**src/rtl/cu_pkg.sv**
```systemverilog
// Shared stage encoding for the control unit and its stage monitor.
package cu_pkg;

   localparam int unsigned NUM_STAGES = 6;

   localparam logic [2:0] ST_FETCH = 3'd0;
   localparam logic [2:0] ST_DEC   = 3'd1;
   localparam logic [2:0] ST_RGRD  = 3'd2;
   localparam logic [2:0] ST_ALU   = 3'd3;
   localparam logic [2:0] ST_RGWR  = 3'd4;
   localparam logic [2:0] ST_MEM   = 3'd5;
   localparam logic [2:0] ST_NONE  = 3'd7;

   typedef enum logic {StUnsync, StSync} mon_state_e;

   function automatic logic [2:0] next_stage(input logic [2:0] s);
      return (s == ST_MEM) ? ST_FETCH : s + 3'd1;
   endfunction

endpackage

```
**src/rtl/cu_stage_decode.sv**
```systemverilog
// Combinational decode of the six stage enables into {legal, stage}.
module cu_stage_decode
   import cu_pkg::*;
(
   input  logic       enfetch,
   input  logic       endec,
   input  logic       enrgrd,
   input  logic       enalu,
   input  logic       enrgwr,
   input  logic       enmem,
   output logic       legal,
   output logic [2:0] stage
);

   logic [5:0] hot;

   always_comb begin
      // enrgrd stays high during rgwr, so the pair splits into two stages
      hot   = {enmem, enrgrd & enrgwr, enalu, enrgrd & ~enrgwr, endec, enfetch};
      legal = $onehot(hot) && !(enrgwr && !enrgrd);
      stage = ST_NONE;
      if (legal) begin
         for (int i = 0; i < int'(NUM_STAGES); i++) begin
            if (hot[i]) stage = 3'(i);
         end
      end
   end

endmodule

```
**src/rtl/cu_stage_monitor.sv**
```systemverilog
// Stage-enable monitor: order checking, retire counting and sticky errors.
// Optional hold tolerance is built when STAGE_MON_HOLD_EN is defined.
module cu_stage_monitor
   import cu_pkg::*;
#(
   parameter int unsigned CNT_W    = 16,
   parameter int unsigned HOLD_MAX = 4
) (
   input  logic             clk,
   input  logic             rst,
   input  logic             enfetch,
   input  logic             endec,
   input  logic             enrgrd,
   input  logic             enalu,
   input  logic             enrgwr,
   input  logic             enmem,
   input  logic             clear_err,
   output logic [2:0]       stage_cur,
   output logic             synced,
   output logic             retire,
   output logic [CNT_W-1:0] instr_count,
   output logic             err_encoding,
   output logic             err_order,
   output logic             err_hold,
   output logic             err_any
);

   logic             legal;
   logic [2:0]       stage;
   mon_state_e       state_q, state_d;
   logic [2:0]       exp_q, exp_d;
   logic             retire_d;
   logic [CNT_W-1:0] count_d;
   logic             new_enc, new_ord, new_hold;
   logic             repeat_st, hold_over;

   cu_stage_decode u_decode (
      .enfetch (enfetch),
      .endec   (endec),
      .enrgrd  (enrgrd),
      .enalu   (enalu),
      .enrgwr  (enrgwr),
      .enmem   (enmem),
      .legal   (legal),
      .stage   (stage)
   );

`ifdef STAGE_MON_HOLD_EN
   localparam int unsigned HoldW = $clog2(HOLD_MAX + 2);
   logic [HoldW-1:0] hold_q, hold_d;

   always_comb begin
      repeat_st = legal && (stage == stage_cur);
      hold_d    = '0;
      if (repeat_st) begin
         hold_d = (hold_q == HoldW'(HOLD_MAX + 1)) ? hold_q : hold_q + 1'b1;
      end
      hold_over = hold_d > HoldW'(HOLD_MAX);
   end

   always_ff @(posedge clk) begin
      if (rst) hold_q <= '0;
      else     hold_q <= hold_d;
   end

   always_ff @(posedge clk) begin
      if (rst) err_hold <= 1'b0;
      else     err_hold <= (err_hold & ~clear_err) | new_hold;
   end
`else
   logic unused_hold;
   assign repeat_st   = 1'b0;
   assign hold_over   = 1'b0;
   assign err_hold    = 1'b0;
   assign unused_hold = new_hold | (HOLD_MAX != 0);
`endif

   always_comb begin
      state_d  = state_q;
      exp_d    = exp_q;
      retire_d = 1'b0;
      count_d  = instr_count;
      new_enc  = 1'b0;
      new_ord  = 1'b0;
      new_hold = 1'b0;
      if (!legal) begin
         new_enc = 1'b1;
         state_d = StUnsync;
         exp_d   = ST_FETCH;
      end else if (state_q == StUnsync) begin
         if (stage == ST_FETCH) begin
            state_d = StSync;
            exp_d   = next_stage(ST_FETCH);
         end
      end else if (stage == exp_q) begin
         exp_d = next_stage(exp_q);
         if (stage == ST_MEM) begin
            retire_d = 1'b1;
            count_d  = instr_count + 1'b1;
         end
      end else if (repeat_st) begin
         if (hold_over) begin
            new_hold = 1'b1;
            state_d  = StUnsync;
            exp_d    = ST_FETCH;
         end
      end else begin
         new_ord = 1'b1;
         // An unexpected FETCH starts a fresh instruction immediately
         if (stage == ST_FETCH) begin
            state_d = StSync;
            exp_d   = next_stage(ST_FETCH);
         end else begin
            state_d = StUnsync;
            exp_d   = ST_FETCH;
         end
      end
   end

   always_ff @(posedge clk) begin
      if (rst) begin
         state_q      <= StUnsync;
         exp_q        <= ST_FETCH;
         stage_cur    <= ST_NONE;
         retire       <= 1'b0;
         instr_count  <= '0;
         err_encoding <= 1'b0;
         err_order    <= 1'b0;
      end else begin
         state_q      <= state_d;
         exp_q        <= exp_d;
         stage_cur    <= stage;
         retire       <= retire_d;
         instr_count  <= count_d;
         err_encoding <= (err_encoding & ~clear_err) | new_enc;
         err_order    <= (err_order & ~clear_err) | new_ord;
      end
   end

   assign synced  = (state_q == StSync);
   assign err_any = err_encoding | err_order | err_hold;

endmodule

```
**config.mk**
```make
export PLATFORM = sky130hd
export DESIGN_NAME = cu_stage_monitor
export DESIGN_NICKNAME = d
export VERILOG_FILES = /design/src/rtl/cu_pkg.sv /design/src/rtl/cu_stage_decode.sv /design/src/rtl/cu_stage_monitor.sv
export SDC_FILE = /design/constraint.sdc
export NUM_CORES = 1
export LEC_CHECK = 0
export ABC_CLOCK_PERIOD_IN_PS = 10350
export CAP_MARGIN = 20
export CORE_ASPECT_RATIO = 0.75
export CORE_MARGIN = 2
export CORE_UTILIZATION = 50
export DETAILED_ROUTE_END_ITERATION = 8
export PLACE_DENSITY = 0.79
export SKIP_CTS_REPAIR_TIMING = 1
export SLEW_MARGIN = 10
export SYNTH_ARGS = -nofsm -noshare
export SYNTH_HDL_FRONTEND = slang
export SYNTH_HIERARCHICAL = 1
export SYNTH_SLANG_ARGS = --single-unit
```
**constraint.sdc**
```tcl
create_clock -name clk -period 10.35 [get_ports clk]
set_input_delay 1.5525 -clock clk [delete_from_list [all_inputs] [get_ports clk]]
set_output_delay 1.5525 -clock clk [all_outputs]
set_load 0.01 [all_outputs]
```
==> results of run 1 <==
-- path summary, 6_finish.rpt --
kind / from / end / slack, ns / cells past startpoint
worst max register to register: exp_q[1] / instr_count[15] / 8.33 / 4
worst max-delay path: enrgrd / instr_count[15] / 4.63 / 14
worst min register to register: err_encoding / err_encoding / 0.49 / 2
worst min-delay path: err_encoding / err_encoding / 0.49 / 2
-- worst min-delay path: stages (launching register included) --
cell and delay (ns):
dfxtp_1 0.33, nand2b_1 0.06, a21oi_1 0.06
-- metal layers --
layer | up-vias | GRT usage | wire, um
li1 | 679 | - | -
met1 | 637 | 0.2609 | 1464
met2 | 33 | 0.3137 | 1467
met3 | 5 | 0.03896 | 143
met4 | 0 | 0.06122 | 41
met5 | - | 0 | 0
-- synthesized netlist by cell type (all sizes together), types with 6 or more instances --
| cell type | n | share of area |
|---|---|---|
| inv | 10 | 0.025 |
| ha | 6 | 0.050 |
| a21oi | 17 | 0.056 |
| nand2 | 8 | 0.020 |
| nor2 | 7 | 0.017 |
| dfxtp | 26 | 0.34 |
| o21ai | 6 | 0.020 |
| o31ai | 12 | 0.060 |
| buf | 7 | 0.033 |
| nand3 | 9 | 0.036 |
| nor2b | 6 | 0.026 |
| or4 | 11 | 0.055 |
-- report_power, final --
group	total (uW)	switching (uW)	internal (uW)
combinational	31.8	16.0	15.7
clock	64.5	30.5	34.0
sequential	102	0.496	101
-- layout make-up --
type                       count  area (sq um)
sequential                    26         520.5
inverter                      10         37.54
multi-input combinational    126         894.6
tap                           38         47.55
timing repair buffer          32         320.3
clock buffer                   4         55.05
fill                         239          1039
-- kinds of logic (layout without fill, tap and decap cells) --
logic type | Yosys count | after routing | share of synthesized area
buffers and inverters | 20 | 46 | 0.06529
xor gates and xnor gates | 5 | 5 | 0.03885
muxes | 2 | 2 | 0.01487
other | 1 | 1 | 0.002477
DFF | 26 | 26 | 0.3438
and+or+nand+nor | 70 | 70 | 0.2926
AOI/OAI and AO/OA | 40 | 40 | 0.1661
adders and majority gates | 8 | 8 | 0.07603
-- sequential cells by signal, indices dropped and copies added, names as in the netlist --
name,count
instr_count,16
err_encoding,1
stage_cur,3
retire,1
exp_q,3
synced,1
err_order,1
-- stage by stage --
stage,utilization,power (uW),std cells,hold slack (ns),cell area [sq um]
after CTS,0.6436,200.2,236,0.5012,1876
final,0.6436,197.9,236,0.4930,1876
after floorplan,-,125.3,172,0.5005,1514
after global placement,0.6247,134.8,232,0.4786,1821
after detailed placement,0.6247,136.0,232,0.4796,1821
after global routing,0.6436,208.0,236,0.5469,1876
==> summary.txt, run 1 <==
CTS
  • Clock tree buffer depth: 2
  • Clk sinks: 26
  • Clk slew on worst S/H paths: ~0.08 ns
  • Clk_lat worst skew: between 0.2 and 0.3 ns
  • CTS buffer count: 3
  • Root Buffer: clkbuf_8
  • H-tree levels: 1
  • CTS tree: built

STA
  • Final setup fails: 0
  • Fin Setup TNS: 0 ns
  • Max Clock Freq: roughly 170 MHz
  • Period Utilization, post-route: 0.5530
  • Slew Viols, Final: 0
  • Worst Tran Pin Value: 0.8909 ns
  • Fin Clk Skew: 0.001890 ns
  • RSZ-0062 raised after global routing: no
  • Post-route setup slack: 4.626 ns
  • Final hold vios: 0
  • Tmin final: 5.724 ns
  • Max-slew headroom: 0.4042

Logic synthesis
  • Seq/Total Area, Yosys: 0.3438
  • Yosys Warn Count: 6
  • Primary FF master, synth: dfxtp_1
  • Yosys reg bits: 26
  • Mapped cell area: 0.001514 sq mm
  • Cell variety after synth: 40
  • Syn Inst Count: ~170
  • Number of flops mapped to enable cells by yosys: 0
  • Synth Net Count: 189
  • Async S/R FF share, synth: 0
  • Syn_area_per_cell: ~8.8 sq um

Final layout
  • Commonest cells after routing, fill and taps aside: clkdlybuf4s50_1, dfxtp_1, a21oi_1, o31ai_1, or4_1
  • Commonest non-fill, non-tap cell in the layout: clkdlybuf4s50_1
  • Layout cells sized above 1: 0.1010
  • Synthesis-to-finish area growth: 23.88%
  • Diodes inserted: 0
  • Post-layout nets: ~220

Status
  • Outcome: complete, no violations

Power
  • PD cells: about 110 mW/mm^2
  • Static leakage: 0.0006459 uW
  • Peak supply drop: 0.00005644 V

GRT
  • Pin count of the biggest net entering global routing: 33
  • Initial antenna violation count: 0
  • Number of global-route vias before repair: 1191
  • First-pass GRT wire length: 5230 um
  • GR Util All Layers: 0.1944
  • Gr ovfl total: 0

Setup path
  • Worst path max stage delay: 0.63 ns
  • Critical path's top delay family: simple AND/OR/NAND/NOR gates
  • Slowest library cell on the worst path: clkdlybuf4s50_1
  • Worst Path Class, Setup: input pin to register
  • Endpoint class of the critical path: register
  • Crit path DAT: 5.89 ns
  • CP Buf/Inv Count: 2
  • CP required: 10.52 ns
  • Critical path peak fanout: 32
  • Critical-path cell list: clkdlybuf4s50_1 -> nand2_1 -> xor2_1 -> fa_1 -> inv_1 -> ha_1 -> fa_1 -> xor2_1 -> nor4b_4 -> nand3b_1 -> xnor2_1 -> nand3_2 -> nor4_1 -> mux2_2
  • Setup crit start kind: input pin

Die
  • Die width: 67.54 um
  • Initial Util: 0.5195
  • Die Y: 51.66 um
  • # IOs: 34
  • Core ar.: 0.002914 sq mm
  • Die ar.: ~0.0035 sq mm
  • Row count: 17

Place
  • Routability cong.: 0.7946
  • Final HPWL DP: around 2300 um
  • Pre-CTS WS: around 4.3 ns
  • I/O Buffers: 32

Job
  • MaxCap Viol Count: 0

Drt
  • Via count: 1354
  • DR vias/cell: 5.737
  • Routed WL: 3116 um
  • Wirelength per Cell: about 13 um
  • First-pass iteration count of the detailed router: 4
  • Drt first-iter violations: 67
  • DRC viols: 0
  • Routed Antenna Nets: 0

Min path
  • Worst min-delay path category: register to register
Note: power is estimated with default switching activity, not from simulation.
==> run 2, diff against run 1 <==
--- a/config.mk
+++ b/config.mk
@@ -5,13 +5,13 @@
 export SDC_FILE = /design/constraint.sdc
 export NUM_CORES = 1
 export LEC_CHECK = 0
-export ABC_CLOCK_PERIOD_IN_PS = 10350
+export ABC_CLOCK_PERIOD_IN_PS = 4900
 export CAP_MARGIN = 20
 export CORE_ASPECT_RATIO = 0.75
 export CORE_MARGIN = 2
-export CORE_UTILIZATION = 50
+export CORE_UTILIZATION = 45
 export DETAILED_ROUTE_END_ITERATION = 8
-export PLACE_DENSITY = 0.79
+export PLACE_DENSITY = 0.75
 export SKIP_CTS_REPAIR_TIMING = 1
 export SLEW_MARGIN = 10
 export SYNTH_ARGS = -nofsm -noshare
==> constraint.sdc (replaced) <==
create_clock -name clk -period 4.9 [get_ports clk]
set_input_delay 0.735 -clock clk [delete_from_list [all_inputs] [get_ports clk]]
set_output_delay 0.735 -clock clk [all_outputs]
set_load 0.01 [all_outputs]
==> run 2 against run 1 <==
Net effect: highest routed layer unchanged; global-route usage down 2.6 points; count of clock-buffer cells in the layout down 1; via count about the same; largest power group unchanged; critical path depth up 1; final area up 2.6%; hold slack better by 0.015 ns.
==> summary.txt, run 2 (same netlist as run 1, synthesis figures left out) <==
Status
  • Outcome: complete, no violations (unchanged)

Power
  • Reg power frac: 0.466 (was 0.514)
  • Final Power: 461.3 uW (was 197.9 uW)
  • Clock network fraction of design power: 0.382 (was 0.326)
  • PD cells: 239.7 mW/mm^2 (was 105.5 mW/mm^2)
  • Peak supply drop: 0.0001210 V (was 0.00005644 V)
  • NetSw: 103.6 uW (was 47.00 uW)
  • Combinational share of power: 0.152 (was 0.160)
  • Static leakage: 0.0006701 uW (was 0.0006459 uW)
  • Switching share of power: 0.2246 (was 0.2375)
  • P_int: 357.7 uW (was 150.9 uW)

GRT
  • First-pass GRT wire length: 5175 um (was 5230 um)
  • GR Util All Layers: 0.1686 (was 0.1944)
  • Gr ovfl total: 0 (unchanged)
  • Initial antenna violation count: 0 (unchanged)
  • Number of global-route vias before repair: 1158 (was 1191)
  • Pin count of the biggest net entering global routing: 33 (unchanged)

CTS
  • Clock tree buffer depth: 2 (unchanged)
  • CTS buffer count: 3 (unchanged)
  • Clk sinks: 26 (unchanged)
  • H-tree levels: 1 (unchanged)
  • Root Buffer: clkbuf_8 (unchanged)
  • Clk_lat worst skew: 0.27 ns (about the same)
  • CTS tree: built (unchanged)
  • Clk slew on worst S/H paths: 0.08 ns (about the same)

Drt
  • DR vias/cell: 5.591 (was 5.737)
  • Via count: 1353 (was 1354)
  • Routed WL: 3190 um (was 3116 um)
  • Drt first-iter violations: 70 (was 67)
  • First-pass iteration count of the detailed router: 4 (unchanged)
  • Routed Antenna Nets: 0 (unchanged)
  • Wirelength per Cell: 13.18 um (was 13.20 um)
  • DRC viols: 0 (unchanged)

Job
  • MaxCap Viol Count: 0 (unchanged)

Final layout
  • Commonest cells after routing, fill and taps aside: clkdlybuf4s50_1, dfxtp_1, a21oi_1, o31ai_1, or4_1 (unchanged)
  • Commonest non-fill, non-tap cell in the layout: clkdlybuf4s50_1 (unchanged)
  • Post-layout nets: 220 (was 216)
  • Top reg by flops: instr_count (unchanged)
  • Top flop regs: instr_count (16), exp_q (3), stage_cur (3) (unchanged)
  • Layout cells sized above 1: 0.1188 (was 0.1010)
  • Synthesis-to-finish area growth: 27.11% (was 23.88%)
  • Fin util: 0.5934 (was 0.6436)
  • Diodes inserted: 0 (unchanged)
  • Final cell count without fillers: 242 (was 236)
  • Fill cells: 295 (was 239)
  • Multi-input gate area: 894.6 sq um (unchanged)
  • Max reg flops: 16 (unchanged)
  • Reg area: 520.5 sq um (unchanged)

Setup path
  • Critical path peak fanout: 32 (unchanged)
  • Slowest library cell on the worst path: clkdlybuf4s50_1 (unchanged)
  • Critical path's top delay family: simple AND/OR/NAND/NOR gates (unchanged)
  • Endpoint class of the critical path: register (unchanged)
  • Setup crit start kind: input pin (unchanged)
  • Critical-path cell list: clkdlybuf4s50_1 -> nand2_1 -> xor2_1 -> fa_1 -> inv_1 -> ha_1 -> fa_1 -> xor2_1 -> nor4b_4 -> nand3_1 -> xnor2_2 -> nand3_2 -> buf_4 -> nor4_1 -> mux2_2 (was clkdlybuf4s50_1 -> nand2_1 -> xor2_1 -> fa_1 -> inv_1 -> ha_1 -> fa_1 -> xor2_1 -> nor4b_4 -> nand3b_1 -> xnor2_1 -> nand3_2 -> nor4_1 -> mux2_2)
  • CP required: 5.06 ns (was 10.52 ns)
  • Worst Path Class, Setup: input pin to register (unchanged)
  • CP Buf/Inv Count: 3 (was 2)
  • Worst r2r src: exp_q[1] (unchanged)
  • Worst path max stage delay: 0.56 ns (was 0.63 ns)
  • Crit path DAT: 4.75 ns (was 5.89 ns)
  • Crit path from: enrgwr (was enrgrd)

STA
  • Fin Clk Skew: 0.006632 ns (was 0.001890 ns)
  • Post-route setup slack: 0.3188 ns (was 4.626 ns)
  • Final setup fails: 0 (unchanged)
  • RSZ-0062 raised after global routing: no (unchanged)
  • Fin Setup TNS: 0 ns (unchanged)
  • Period Utilization, post-route: 0.9349
  • Tmin final: 4.581 ns
  • Max Clock Freq: 218.3 MHz
  • Final hold vios: 0 (unchanged)
  • Slew Viols, Final: 0 (unchanged)
  • Max-slew headroom: 0.4142 (was 0.4042)
  • Worst Tran Pin Value: 0.8760 ns (was 0.8909 ns)

Die
  • Die ar.: 0.003849 sq mm (was 0.003489 sq mm)
  • Core ar.: 0.003243 sq mm (was 0.002914 sq mm)
  • Initial Util: 0.4668 (was 0.5195)
  • Die width: 70.98 um (was 67.54 um)
  • Row count: 18 (was 17)
  • # IOs: 34 (unchanged)
  • Die Y: 54.23 um (was 51.66 um)

Place
  • Pre-CTS WS: 0.04445 ns (was 4.316 ns)
  • Dpl cells: 238 (was 232)
  • Routability cong.: 0.8460 (was 0.7946)
  • Final HPWL DP: 2334 um (was 2281 um)
  • I/O Buffers: 32 (unchanged)

Min path
  • Worst min-delay path category: register to register (unchanged)
  • Worst Min Path Start: instr_count[9] (was err_encoding)
## run 2: cell types whose count changed in the layout (fill, tap and decap cells not counted), sizes merged
cell	before	now
bufinv	0	1
clkbuf	4	3
buf	0	4
## run 2: power by group through the flow
stage | Clock (uW) | Sequential (uW) | Combinational [uW]
6_report | 176 | 215 | 70.0
5_1_grt | 187 | 215 | 76.4
4_1_cts | 181 | 215 | 69.9
3_5_place_dp | 0 | 220 | 69.3
3_3_place_gp | 0 | 220 | 66.8
2_1_floorplan | 0 | 221 | 43.5
## run 2: final cells by class
class,instances,area share
sequential,26,0.2705
inverter,10,0.01951
multi-input combinational,126,0.4649
tap,40,0.02601
clock inverter,1,0.01560
timing repair buffer,36,0.1821
clock buffer,3,0.02146
## run 2: metrics by stage
step	area (sq um)	hold WS, ns
floorplan	1514	0.5005
global placement	1853	0.4827
detailed placement	1853	0.4924
CTS	1924	0.5108
global route	1924	0.5234
finish	1924	0.5081
## run 2: worst min-delay path, stage by stage, from the launching register on
cell and delay [ns]:
dfxtp_1 0.34, o31ai_1 0.07, a21oi_1 0.05
## run 2: metal layers
| layer | vias to the layer above | global-route usage | wire length (um) | part of all wire |
|---|---|---|---|---|
| li1 | 691 | - | - | - |
| met1 | 625 | 0.2193 | 1541 | 0.48 |
| met2 | 35 | 0.3006 | 1483 | 0.46 |
| met3 | 2 | 0.02947 | 156 | 0.049 |
| met4 | 0 | 0.03774 | 8 | 0.0025 |
| met5 | - | 0 | 0 | 0 |
## run 2: worst paths after layout
path	end	slack, ns	cells after the start
setup / recovery	instr_count[13]	0.32	15
hold / removal	instr_count[9]	0.51	2
setup reg to reg	instr_count[13]	3.11	5
hold reg to reg	instr_count[9]	0.51	2
==> run 3, diff against run 2 <==
--- a/config.mk
+++ b/config.mk
@@ -13,6 +13,7 @@
 export DETAILED_ROUTE_END_ITERATION = 8
 export PLACE_DENSITY = 0.75
 export SKIP_CTS_REPAIR_TIMING = 1
+export SKIP_LAST_GASP = 1
 export SLEW_MARGIN = 10
 export SYNTH_ARGS = -nofsm -noshare
 export SYNTH_HDL_FRONTEND = slang
==> results of run 3 <==
The final DEF is identical to that of run 2; final timing and power are the same.
